## config.mk

```make
export PLATFORM = sky130hd
export DESIGN_NAME = input_debounce_filter
export DESIGN_NICKNAME = d
export VERILOG_FILES = /design/src/rtl/debounce_pkg.sv /design/src/rtl/sync_chain.sv /design/src/rtl/input_debounce_filter.sv
export SDC_FILE = /design/constraint.sdc
export NUM_CORES = 1
export LEC_CHECK = 0
export ABC_AREA = 1
export CAP_MARGIN = 40
export CORE_ASPECT_RATIO = 1.5
export CORE_MARGIN = 2
export CORE_UTILIZATION = 45
export DETAILED_ROUTE_END_ITERATION = 7
export PLACE_DENSITY = 0.65
export RECOVER_POWER = 50
export SYNTH_ARGS = -nofsm -noshare
export SYNTH_HDL_FRONTEND = slang
export SYNTH_SLANG_ARGS = --single-unit
```

## constraint.sdc

```tcl
create_clock -name clk -period 4.1 [get_ports clk]
set_input_delay 0.41 -clock clk [delete_from_list [all_inputs] [get_ports clk]]
set_output_delay 0.41 -clock clk [all_outputs]
set_load 0.03 [all_outputs]
```

## src/rtl/debounce_pkg.sv

```systemverilog
// Shared encodings and limits for the input debounce filter.
package debounce_pkg;

    typedef enum logic [1:0] {
        LOW      = 2'b00,
        LOW_CHK  = 2'b01,
        HIGH     = 2'b10,
        HIGH_CHK = 2'b11
    } state_e;

    localparam logic [7:0] GLITCH_MAX = 8'd255;

endpackage

```

## src/rtl/sync_chain.sv

```systemverilog
// Multi-flop synchronizer for an asynchronous level input.
module sync_chain #(
    parameter int SYNC_STAGES = 2
) (
    input  logic clk,
    input  logic reset,
    input  logic d,
    output logic q
);

    logic [SYNC_STAGES-1:0] sync_q;
    logic [SYNC_STAGES-1:0] sync_d;

    assign sync_d = {sync_q[SYNC_STAGES-2:0], d};
    assign q      = sync_q[SYNC_STAGES-1];

    always_ff @(posedge clk) begin
        if (reset) begin
            sync_q <= '0;
        end else begin
            sync_q <= sync_d;
        end
    end

endmodule

```

## src/rtl/input_debounce_filter.sv

```systemverilog
// Debounces a raw pad level: synchronize, then require STABLE_CNT
// consecutive agreeing strobed samples before changing in_clean.
module input_debounce_filter
    import debounce_pkg::*;
#(
    parameter int SYNC_STAGES = 2,
    parameter int STABLE_CNT  = 4
) (
    input  logic       clk,
    input  logic       reset,
    input  logic       in_raw,
    input  logic       sample_en,
    input  logic       clr_glitch,
    output logic       in_clean,
    output logic       rise,
    output logic       fall,
    output logic [7:0] glitch_cnt
);

    localparam logic [7:0] STABLE_LAST = 8'(STABLE_CNT - 1);

    logic       sync;
    state_e     state_q, state_d;
    logic [7:0] cnt_q, cnt_d;
    logic       clean_q, clean_d;
    logic       rise_q, rise_d;
    logic       fall_q, fall_d;
    logic [7:0] glitch_q, glitch_d;
    logic       glitch_ev;

    sync_chain #(
        .SYNC_STAGES(SYNC_STAGES)
    ) u_sync (
        .clk  (clk),
        .reset(reset),
        .d    (in_raw),
        .q    (sync)
    );

    always_comb begin
        state_d   = state_q;
        cnt_d     = cnt_q;
        clean_d   = clean_q;
        rise_d    = 1'b0;
        fall_d    = 1'b0;
        glitch_ev = 1'b0;
        if (sample_en) begin
            unique case (state_q)
                LOW: begin
                    if (sync) begin
                        state_d = LOW_CHK;
                        cnt_d   = 8'd1;
                    end
                end
                LOW_CHK: begin
                    if (!sync) begin
                        state_d   = LOW;
                        cnt_d     = 8'd0;
                        glitch_ev = 1'b1;
                    end else if (cnt_q == STABLE_LAST) begin
                        // Counter is cleared instead of reaching STABLE_CNT.
                        state_d = HIGH;
                        cnt_d   = 8'd0;
                        clean_d = 1'b1;
                        rise_d  = 1'b1;
                    end else begin
                        cnt_d = cnt_q + 8'd1;
                    end
                end
                HIGH: begin
                    if (!sync) begin
                        state_d = HIGH_CHK;
                        cnt_d   = 8'd1;
                    end
                end
                HIGH_CHK: begin
                    if (sync) begin
                        state_d   = HIGH;
                        cnt_d     = 8'd0;
                        glitch_ev = 1'b1;
                    end else if (cnt_q == STABLE_LAST) begin
                        state_d = LOW;
                        cnt_d   = 8'd0;
                        clean_d = 1'b0;
                        fall_d  = 1'b1;
                    end else begin
                        cnt_d = cnt_q + 8'd1;
                    end
                end
            endcase
        end
        glitch_d = glitch_q;
        if (clr_glitch) begin
            glitch_d = 8'd0;
        end else if (glitch_ev && glitch_q != GLITCH_MAX) begin
            glitch_d = glitch_q + 8'd1;
        end
    end

    always_ff @(posedge clk) begin
        if (reset) begin
            state_q  <= LOW;
            cnt_q    <= 8'd0;
            clean_q  <= 1'b0;
            rise_q   <= 1'b0;
            fall_q   <= 1'b0;
            glitch_q <= 8'd0;
        end else begin
            state_q  <= state_d;
            cnt_q    <= cnt_d;
            clean_q  <= clean_d;
            rise_q   <= rise_d;
            fall_q   <= fall_d;
            glitch_q <= glitch_d;
        end
    end

    assign in_clean   = clean_q;
    assign rise       = rise_q;
    assign fall       = fall_q;
    assign glitch_cnt = glitch_q;

endmodule

```

Yosys cells after proc, flatten, opt, wreduce, memory -nomap -nowiden
Cells that the tools add are included.
{"block": "classes", "addsub": 2, "n_eq_ne": 13, "mux": 23, "bitwise_logic": 4, "reduce_logical": 9}
{"op": "two-way mux 8 bit", "count": 5}
{"op": "one-hot mux 8 bit (4 select lines)", "count": 1}
{"op": "adder 8 x 1 -> 8 bit, second input constant", "count": 2}
{"op": "two-way mux 2 bit", "count": 6}
{"op": "equality test 8 x 2 -> 1 bit, second input constant", "count": 1}
{"op": "two-way mux 1 bit", "count": 8}
{"op": "inequality test 2 bit, second input constant", "count": 4}
{"op": "inequality test 8 bit, second input constant", "count": 1}
{"op": "one-hot mux 2 bit (4 select lines)", "count": 1}
{"op": "OR reduction 4 bit", "count": 2}
{"op": "AND reduction 6 bit", "count": 1}
{"op": "AND reduction 5 bit", "count": 1}
{"op": "equality test 2 bit, second input constant", "count": 2}
{"op": "inequality test 2 x 1 -> 1 bit, second input constant", "count": 2}
{"op": "NOT 1 bit", "count": 4}
{"op": "one-hot mux 1 bit (2 select lines)", "count": 2}
{"op": "inequality test 3 x 2 -> 1 bit, second input constant", "count": 1}
{"op": "inequality test 3 bit, second input constant", "count": 1}
{"op": "AND reduction 3 bit", "count": 1}
{"op": "equality test 2 x 1 -> 1 bit, second input constant", "count": 1}
{"op": "zero test 2 bit", "count": 1}
{"op": "nonzero test 2 bit", "count": 1}
{"op": "OR reduction 2 bit", "count": 1}
{"op": "logical AND 1 bit", "count": 1}
{"block": "totals", "reg_bits": 23, "in_bits": 5, "out_inout_bits": 11, "elab_cells": 58}

Logic depth before layout (Yosys ltp)
Gate-level depths: netlist (run 1).
{"block": "depth", "depth_word": 4, "ltp_mapped": 9, "ltp_nobuf": 9}

Cells and area by module
Synthesis (run 1) repeated with hierarchy kept, for this count alone.
{"block": "hier_totals", "cells_unflattened": 184, "area_unflattened_um2": 1213.7}
{"mod": "input_debounce_filter", "instances": 1, "cells_each": 178, "area_each_um2": 1158.6, "seq_area_each_um2": 420.4}
{"mod": "sync_chain", "instances": 1, "cells_each": 6, "area_each_um2": 55.1, "seq_area_each_um2": 40.0}

Worst setup path after synthesis (run 1)
No wires, ideal clock.
{"block": "synth_path", "path_kind": "flip-flop to flip-flop", "from": "register glitch_q[0], in the netlist glitch_cnt[0]", "to": "register glitch_q[0], in the netlist glitch_cnt[0]", "setup_ps": 117, "arrival_time_ps": 1472, "required_ps": 3983, "slack_ps": 2511, "path_stages_with_launch": 9, "n_path_buf": 1, "synth_period_minus_slack_ps": 1589, "cell_sequence": "dfxtp_1 ha_1 nand2_2 nor2_2 nand2_1 nand2_2 buf_6 xor2_1 nor2_1"}
{"block": "synth_via", "elab_chain_cells": 2, "elab_cells_between_ends": 3, "classes_between": "add/sub (1); eq/ne (1); reduce/logical (1)"}
{"item": "from (decl)", "line_no": "input_debounce_filter.sv:28", "source": "logic [7:0] glitch_q, glitch_d;"}
{"item": "from (signal assigned)", "line_no": "input_debounce_filter.sv:114", "source": "glitch_q <= glitch_d;"}
{"item": "branches (longest 2 deep; another with adder 8 x 1 -> 8 bit)"}
Several ways; the timed one is not identified.
A chain may end at the register's enable or synchronous reset.

Worst setup path after layout (run 1)
{"block": "layout_path", "from": "register glitch_q[2], in the netlist glitch_cnt[2]", "to": "output glitch_cnt[2]"}
{"item": "to (decl)", "line_no": "input_debounce_filter.sv:17", "source": "output logic [7:0] glitch_cnt"}
No word-level cell between the ends.

==> results by stage, run 1 <==
Setup path:
- Measured in cells, the most critical reg-to-reg path has a length of 8.
- The worst setup path is launched from a register.
- Of all nets on the critical path, the largest fanout is 6.
- Grouping stages by cell kind, the critical path spends the most delay in buffers and inverters.
- For the worst setup path, the data arrival time is 1500 ps.
- The largest individual stage delay along the critical path comes from the cell sky130_fd_sc_hd__clkdlybuf4s50_1.
- The number of gates on the worst path with buffers counted is 1.
- The required time reported for the critical path endpoint is 3690 ps.
- The critical path class is register to output pin.
- For this run, the slowest stage of the critical path takes 720 ps.
- Counting both buffers and inverters, the worst setup path holds a total of 1.
- The signal on the critical path passes through clkdlybuf4s50_1.
- The worst setup path is captured at an output pin.

Synth:
- The cell type contributing the most total cell area after synthesis is sky130_fd_sc_hd__dfxtp_1.
- The cell area that synthesis handed to floorplanning was 1180 µm².
- sky130_fd_sc_hd__nand2_1 is the most common cell in the netlist.
- The total nets after synthesis is 181.
- The synthesized area per cell is 6.76 µm².
- For this run, the number of Yosys warnings is 0.
- In this run, synthesis produced a sequential element count of 23.
- The count of cell types in the netlist is 22.
- After synthesis, the most frequently instantiated cells are sky130_fd_sc_hd__nand2_1 (48), sky130_fd_sc_hd__nor2_1 (25), sky130_fd_sc_hd__dfxtp_1 (23).
- The count of flip-flops with a built-in enable after synthesis is 0.
- The synthesized instance count is 174.
- The most used flip-flop cell after synthesis is sky130_fd_sc_hd__dfxtp_1.
- Ranked by total cell area, the synthesized netlist is headed by sky130_fd_sc_hd__dfxtp_1 (39%), sky130_fd_sc_hd__nand2_1 (15%), sky130_fd_sc_hd__nor2_1 (8.0%).
- The share of synthesized registers carrying an async set or reset is 0%.
- Of the post-synthesis cell area, the dominant cell type holds 39.1%.
- The register area share after synthesis is 39.1%.

Detailed routing:
- The number of DRC markers after the initial detailed-route iteration is 12.
- Using the TritonRoute via totals, the vias-per-cell ratio works out to 5.11.
- Dividing the detail-routed wire length by the instance count gives 11.0 µm.
- The count of TritonRoute iterations in the first routing pass is 4.
- After detailed routing, the total wire length is 2360 µm.
- The count of nets left with antenna violations once routing finished came out at 0.
- The remaining routing DRC violations is 0.
- Across all layers, the routed design uses 1098 vias.

Global route:
- The pin count of the biggest net entering global routing is 13.
- The first global-routing pass estimated 4130 µm of wire.
- Summed over all layers, the global routing overflow is 0.
- The initial antenna violation count is 0.
- The number of global-route vias before repair is 1033.
- Global routing used 18.2% of the available tracks across all layers.

Power and ir drop:
- The power density of the placed cells is 256 nW/µm².
- The total leakage power is 0.545 nW.
- The peak ir drop on the vdd network is 0.167 mV.

STA:
- The number of setup violations in the final report is 0.
- Setup repair after global routing left no endpoint under its margin.
- The relative slew slack is 59.1%.
- Adding up every negative setup slack in the final design gives 0 ps.
- Based on the critical path, the design can be clocked at up to 523 MHz.
- The number of slew-limit violations in the final report was 0.
- The clock period minus worst slack is 1910 ps.
- In the finished design, the share of the clock period the worst path needs comes to 46.6%.
- The slew at the pin with the worst max-slew slack is 607 ps.
- The final-layout worst hold slack is 409 ps.
- The hold violation total from the final report is 0.
- For the final database, setup skew stands at 4.40 ps.

Floorplanning:
- The I/O pin count is 16.
- The area of the die is 3050 µm².
- The die is 45.7 µm wide.
- The starting density of the core is 47.5%.
- In this run the core area contains 22 standard-cell rows.
- In this run the vertical extent of the chip is 66.6 µm.
- The total area inside the core boundary comes to 2480 µm².

Place:
- Routability-driven placement finished with a final weighted congestion of 0.899.
- The number of port buffers is 15.
- Detailed placement ended at an HPWL of 1870 µm.

Finish:
- The count of inserted antenna diode cells is 0.
- The fraction of final layout cells sized beyond drive strength 1 is 8.90%.
- Relative to the synthesized area, the layout overhead comes to 15.5%.
- The layout net count is 199.

Clock tree:
- The CTS tree is done.
- The root buffer cell chosen for the clock tree is sky130_fd_sc_hd__clkbuf_4.
- The number of resized instances in the post-cts repair step is 0.
- The source-to-sink clock delay at the later pin of the worst-skew pair is 300 ps.
- The number of hold buffers added after CTS was 0.
- The buffer count from post-CTS setup fixing is 0.
- Clock-pin slew was measured on the worst setup and hold paths at 120 ps.
- CTS built an H-tree with a depth of 1.
- The clock drives 23 sinks.
- TritonCTS created 3 clock buffers.
- The clock tree buffer depth is 2.

Flow run:
- The max capacitance violation total is 0.

Worst hold path:
- The number of cells on the worst hold path is 2.
- The type of the tightest min-delay check is register to register.

Run status:
- The flow ran to the end, and the final reports show no timing, DRC or antenna violations.
-- tightest hold or removal path, delay by kind of cell (launching register included) --
family	cells	cell delay [ps]
flip-flops	1	320
AND/OR/NAND/NOR	1	30
buffers and inverters	1	40
-- stage by stage --
stage	power [mW]	worst slack, ps	area (µm²)	util, %	std cells
after floorplan	0.245	2510	1180	-	174
after detailed placement	0.253	2260	1340	54.1	211
after CTS	0.355	2160	1370	55.2	215
after global placement	0.252	2310	1340	54.1	211
final	0.347	2190	1360	54.8	215
after global routing	0.369	2110	1360	54.8	215
-- sequential cells by signal, indices dropped and copies added (netlist names), named ones only --
signal,flops
glitch_cnt,8
cnt_q,8
in_clean,1
state_q,1
u_sync.sync_q,2
rise,1
fall,1
-- cell families after synthesis --
logic type / synth area share (%)
xor+xnor: 3.72
buf+inv: 8.62
compound gates: 10.3
flops: 39.1
simple gates: 36.1
fa+ha+maj: 2.13
-- final cells by class --
class                   count  area [µm²]
inverters                  23        86.3
well taps                  24        30.0
flip-flops and latches     23         460
multi-input cells         126         606
repair buffers             15         150
fillers                   251        1120
clock buffers               4        26.3
-- worst paths after layout --
check	end	slack (ps)	from
worst max-delay path	glitch_cnt[2]	2190	glitch_cnt[2]
worst min-delay path	u_sync.sync_q[1]	410	u_sync.sync_q[0]
worst max register to register	glitch_cnt[5]	2390	glitch_cnt[0]
worst min register to register	u_sync.sync_q[1]	410	u_sync.sync_q[0]
-- metal layers --
layer,track usage [%],up-vias,part of all wire [%]
met3,2.98,8,3.6
li1,-,580,-
met2,31.2,25,54
met1,19.9,485,40
met5,0,-,0
met4,11.4,0,2.2
-- layout by cell type (no fill, tap or decap), types with 5 or more instances in the layout --
cell and n:
sky130_fd_sc_hd__a21oi_1 9, sky130_fd_sc_hd__clkdlybuf4s50_1 13, sky130_fd_sc_hd__dfxtp_1 23, sky130_fd_sc_hd__inv_1 20, sky130_fd_sc_hd__nand2_1 50, sky130_fd_sc_hd__nand3_1 10
sky130_fd_sc_hd__nor2_1 25, sky130_fd_sc_hd__o21ai_0 6, sky130_fd_sc_hd__xor2_1 5
-- report_power, final --
part	internal (mW)	switching (mW)	leakage, nW
sequential	0.226	0.00201	0.186
combinational	0.00680	0.0125	0.344
clock	0.0379	0.0627	0.0150
total	0.270	0.0772	0.545
Power figures use the tool's default switching activity.
==> run 2, diff against run 1 <==
--- a/config.mk
+++ b/config.mk
@@ -11,7 +11,7 @@
 export CORE_MARGIN = 2
 export CORE_UTILIZATION = 45
 export DETAILED_ROUTE_END_ITERATION = 7
-export PLACE_DENSITY = 0.65
+export PLACE_DENSITY = 0.67
 export RECOVER_POWER = 50
 export SYNTH_ARGS = -nofsm -noshare
 export SYNTH_HDL_FRONTEND = slang
==> constraint.sdc (replaced) <==
create_clock -name clk -period 1.6 [get_ports clk]
set_input_delay 0.16 -clock clk [delete_from_list [all_inputs] [get_ports clk]]
set_output_delay 0.16 -clock clk [all_outputs]
set_load 0.03 [all_outputs]
==> run 2 against run 1 <==
Non-clock buffer count rose by 4. Sequential cell count did not move. Sequential power rose to 2.6 times the previous value. Sequential share of layout area fell by 0.28 points. Via count rose by 2.3%. Total power rose to 2.6 times the previous value. Global-route usage rose by 1.3 points. First-iteration DRC count did not move. Cell count rose by 1.9%. Critical path type unchanged. Critical endpoint is now glitch_cnt[3]. Largest cell class unchanged. Largest power group unchanged.
==> results by stage, run 2 (synthesis gave the netlist of run 1 again) <==
Run status:
- The run finished with clean final reports.

Detailed routing:
- The routed via count divided by cell count is 5.13.
- For this block, the routed nets add up to 2390 µm of wire.
- After the first detailed-routing iteration, the DRC count stood at 12.
- In this run the remaining antenna-violating nets after routing total 0.
- For this run, design rule violations remaining after detail routing come to 0.
- The count of vias placed by the detailed router is 1123.
- The average wire per cell in the routed design is 10.9 µm.
- The count of TritonRoute iterations in the first routing pass is 4.

Setup path:
- The type of destination of the critical path is an output pin.
- Grouping stages by cell kind, the critical path spends the most delay in buffers and inverters.
- The worst register-to-register path begins at glitch_cnt[1].
- The worst reg2reg path depth is 8.
- The element type at the critical path start is a register.
- The delay of the slowest cell on the worst path is 680 ps.
- The critical path goes through clkdlybuf4s50_1.
- The capture point of the worst reg-to-reg path is glitch_cnt[5].
- The critical path class is register to output pin.
- In this run the register-to-register setup slack is 170 ps.
- The largest driver fanout on the critical path is 3.
- The launch point of the worst path is glitch_cnt[3].
- The number of buffers and inverters on the critical path is 1.
- The required time reported for the critical path endpoint is 1440 ps.
- At the worst endpoint, the arrival time is 1360 ps.
- Among all stages on the critical path, the largest delay is contributed by sky130_fd_sc_hd__clkdlybuf4s50_1.

STA:
- The number of slew-limit violations in the final report came to 0.
- Once routing completed, OpenROAD measured the worst setup slack at 77.7 ps.
- Setup repair after global routing left no endpoint under its margin.
- The hold violation total from the final report came to 0.
- The worst path uses 95.1% of the clock period.
- The number of setup violations in the final report is 0.
- Subtracting the final worst setup slack from the clock period gives 1520 ps.
- The worst clock skew is 1.89 ps.
- At the pin with the least slew margin, the transition time is 561 ps.
- The final-layout worst hold slack is 357 ps.
- After routing, the total negative slack on setup checks comes to 0 ps.
- In this run the tightest slew margin relative to its limit is 62.2%.
- For this run, the top clock speed supported by timing is 657 MHz.

Clock tree:
- The clock tree buffer depth is 2.
- The CTS tree is done.
- The buffer count from post-CTS setup fixing is 0.
- The clock sink count is 23.
- The tree is rooted in a sky130_fd_sc_hd__clkbuf_4.
- Clock latency on the worst-skew pair, taken at its later pin, is 310 ps.
- The number of clock buffers inserted by TritonCTS is 3.
- The cts-stage hold buffer count is 0.
- In this run the number of H-tree levels came out at 1.
- The clock-pin slew on the worst setup and hold paths is 130 ps.

Global route:
- The initial antenna violation count is 0.
- The first global-routing pass estimated 4430 µm of wire.
- The total global-route track usage is 19.6%.
- The pin count of the biggest net entering global routing is 14.
- Summed over all layers, the global routing overflow is 0.
- The number of global-route vias before repair is 1130.

Place:
- The setup slack after placement is 92.2 ps.
- The congestion estimate from routability-driven global placement came to 0.894.
- The post-DP HPWL is 1920 µm.
- Input and output buffers added on the ports amount to 15.
- The area after detailed placement is 1370 µm².

Finish:
- Cells fill 55.5% of the core in the end.
- The fraction of final layout cells sized beyond drive strength 1 is 12.3%.
- The count of filler cells inserted in the layout is 249.
- Leaving out fill and tap cells, the most frequent cell in the layout is sky130_fd_sc_hd__nand2_1.
- In the layout the commonest cells are sky130_fd_sc_hd__nand2_1 (48), sky130_fd_sc_hd__nor2_1 (25), sky130_fd_sc_hd__dfxtp_1 (22).
- The area growth from synthesis to layout is 16.8%.
- The layout net count is 203.
- The count of inserted antenna diode cells is 0.
- The final design area excluding fillers is 1370 µm².

Flow run:
- Max-cap violations in this run came to 0.

Power and ir drop:
- Combinational logic is responsible for 6.0% of the overall power.
- The switching power summed over all nets is 0.214 mW.
- VDD sags by at most 0.627 mV.
- Of the total power, the clock network draws 29.6%.
- In this run the power density over the cells is 660 nW/µm².
- The total leakage power is 0.577 nW.
- The switching share of power is 23.6%.
- The internal power contribution is 0.693 mW.
- The fraction of power consumed by sequential logic is 64.4%.

Worst hold path:
- The startpoint identified for the worst hold timing path is in_raw.
- The worst hold path was traced through 3 stages.
- The tightest min-delay check is of the input port to register type.
- The path with the worst hold slack has its endpoint at u_sync.sync_q[0].

Floorplanning:
- The core box area is 2480 µm².
- For this configuration, the core starts out at a cell density of 47.5%.
- The die extent in y is 66.6 µm.
- The I/O pin count is 16.
- The site row count is 22.
- The die is 45.7 µm wide.
- The area of the die is 3050 µm².
==> run 2: repair_timing <==
| action | CTS | global route |
|---|---|---|
| endpoints found under the hold margin | 0 | 0 |
| pin swaps | 0 | 0 |
| resized for setup | 4 | 5 |
| setup endpoints to repair | 4 | 13 |
==> run 2: stage by stage <==
step                      total power, mW  instances
after global placement              0.651        215
after detailed placement            0.652        215
after CTS                           0.922        219
final                               0.907        219
after global routing                0.956        219
after floorplan                     0.627        174
==> run 2: layout make-up <==
cell class	count	area, µm²	share of cell area [%]
inverters	23	86.3	6.28
clock buffers	3	22.5	1.64
multi-input cells	126	619	45.1
flip-flops and latches	23	462	33.6
clock inverters	1	5.00	0.364
well taps	24	30.0	2.19
repair buffers	19	149	10.8
==> run 2: how the worst max path moves through the flow <==
stage / endpoint / depth (start not counted)
final: glitch_cnt[3] / 1
after global routing: glitch_cnt[3] / 1
after CTS: glitch_cnt[1] / 1
after detailed placement: glitch_cnt[5] / 7
after global placement: glitch_cnt[4] / 7
after floorplan: glitch_cnt[0] / 8
==> run 2: power by group through the flow <==
stage / sequential [mW] / combinational [mW] / clock (mW)
global route: 0.585 / 0.0623 / 0.309
CTS: 0.583 / 0.0555 / 0.283
detailed placement: 0.596 / 0.0554 / 0
floorplan: 0.596 / 0.0312 / 0
finish: 0.584 / 0.0543 / 0.269
global placement: 0.596 / 0.0551 / 0
==> run 2: routing by layer <==
layer / vias to the layer above / routed length (µm) / track usage [%] / share of wire, %
li1: 592 / - / - / -
met1: 506 / 990 / 20.9 / 41
met2: 21 / 1280 / 34.7 / 54
met3: 4 / 70 / 2.44 / 2.9
met4: 0 / 46 / 11.8 / 1.9
met5: - / 0 / 0 / 0
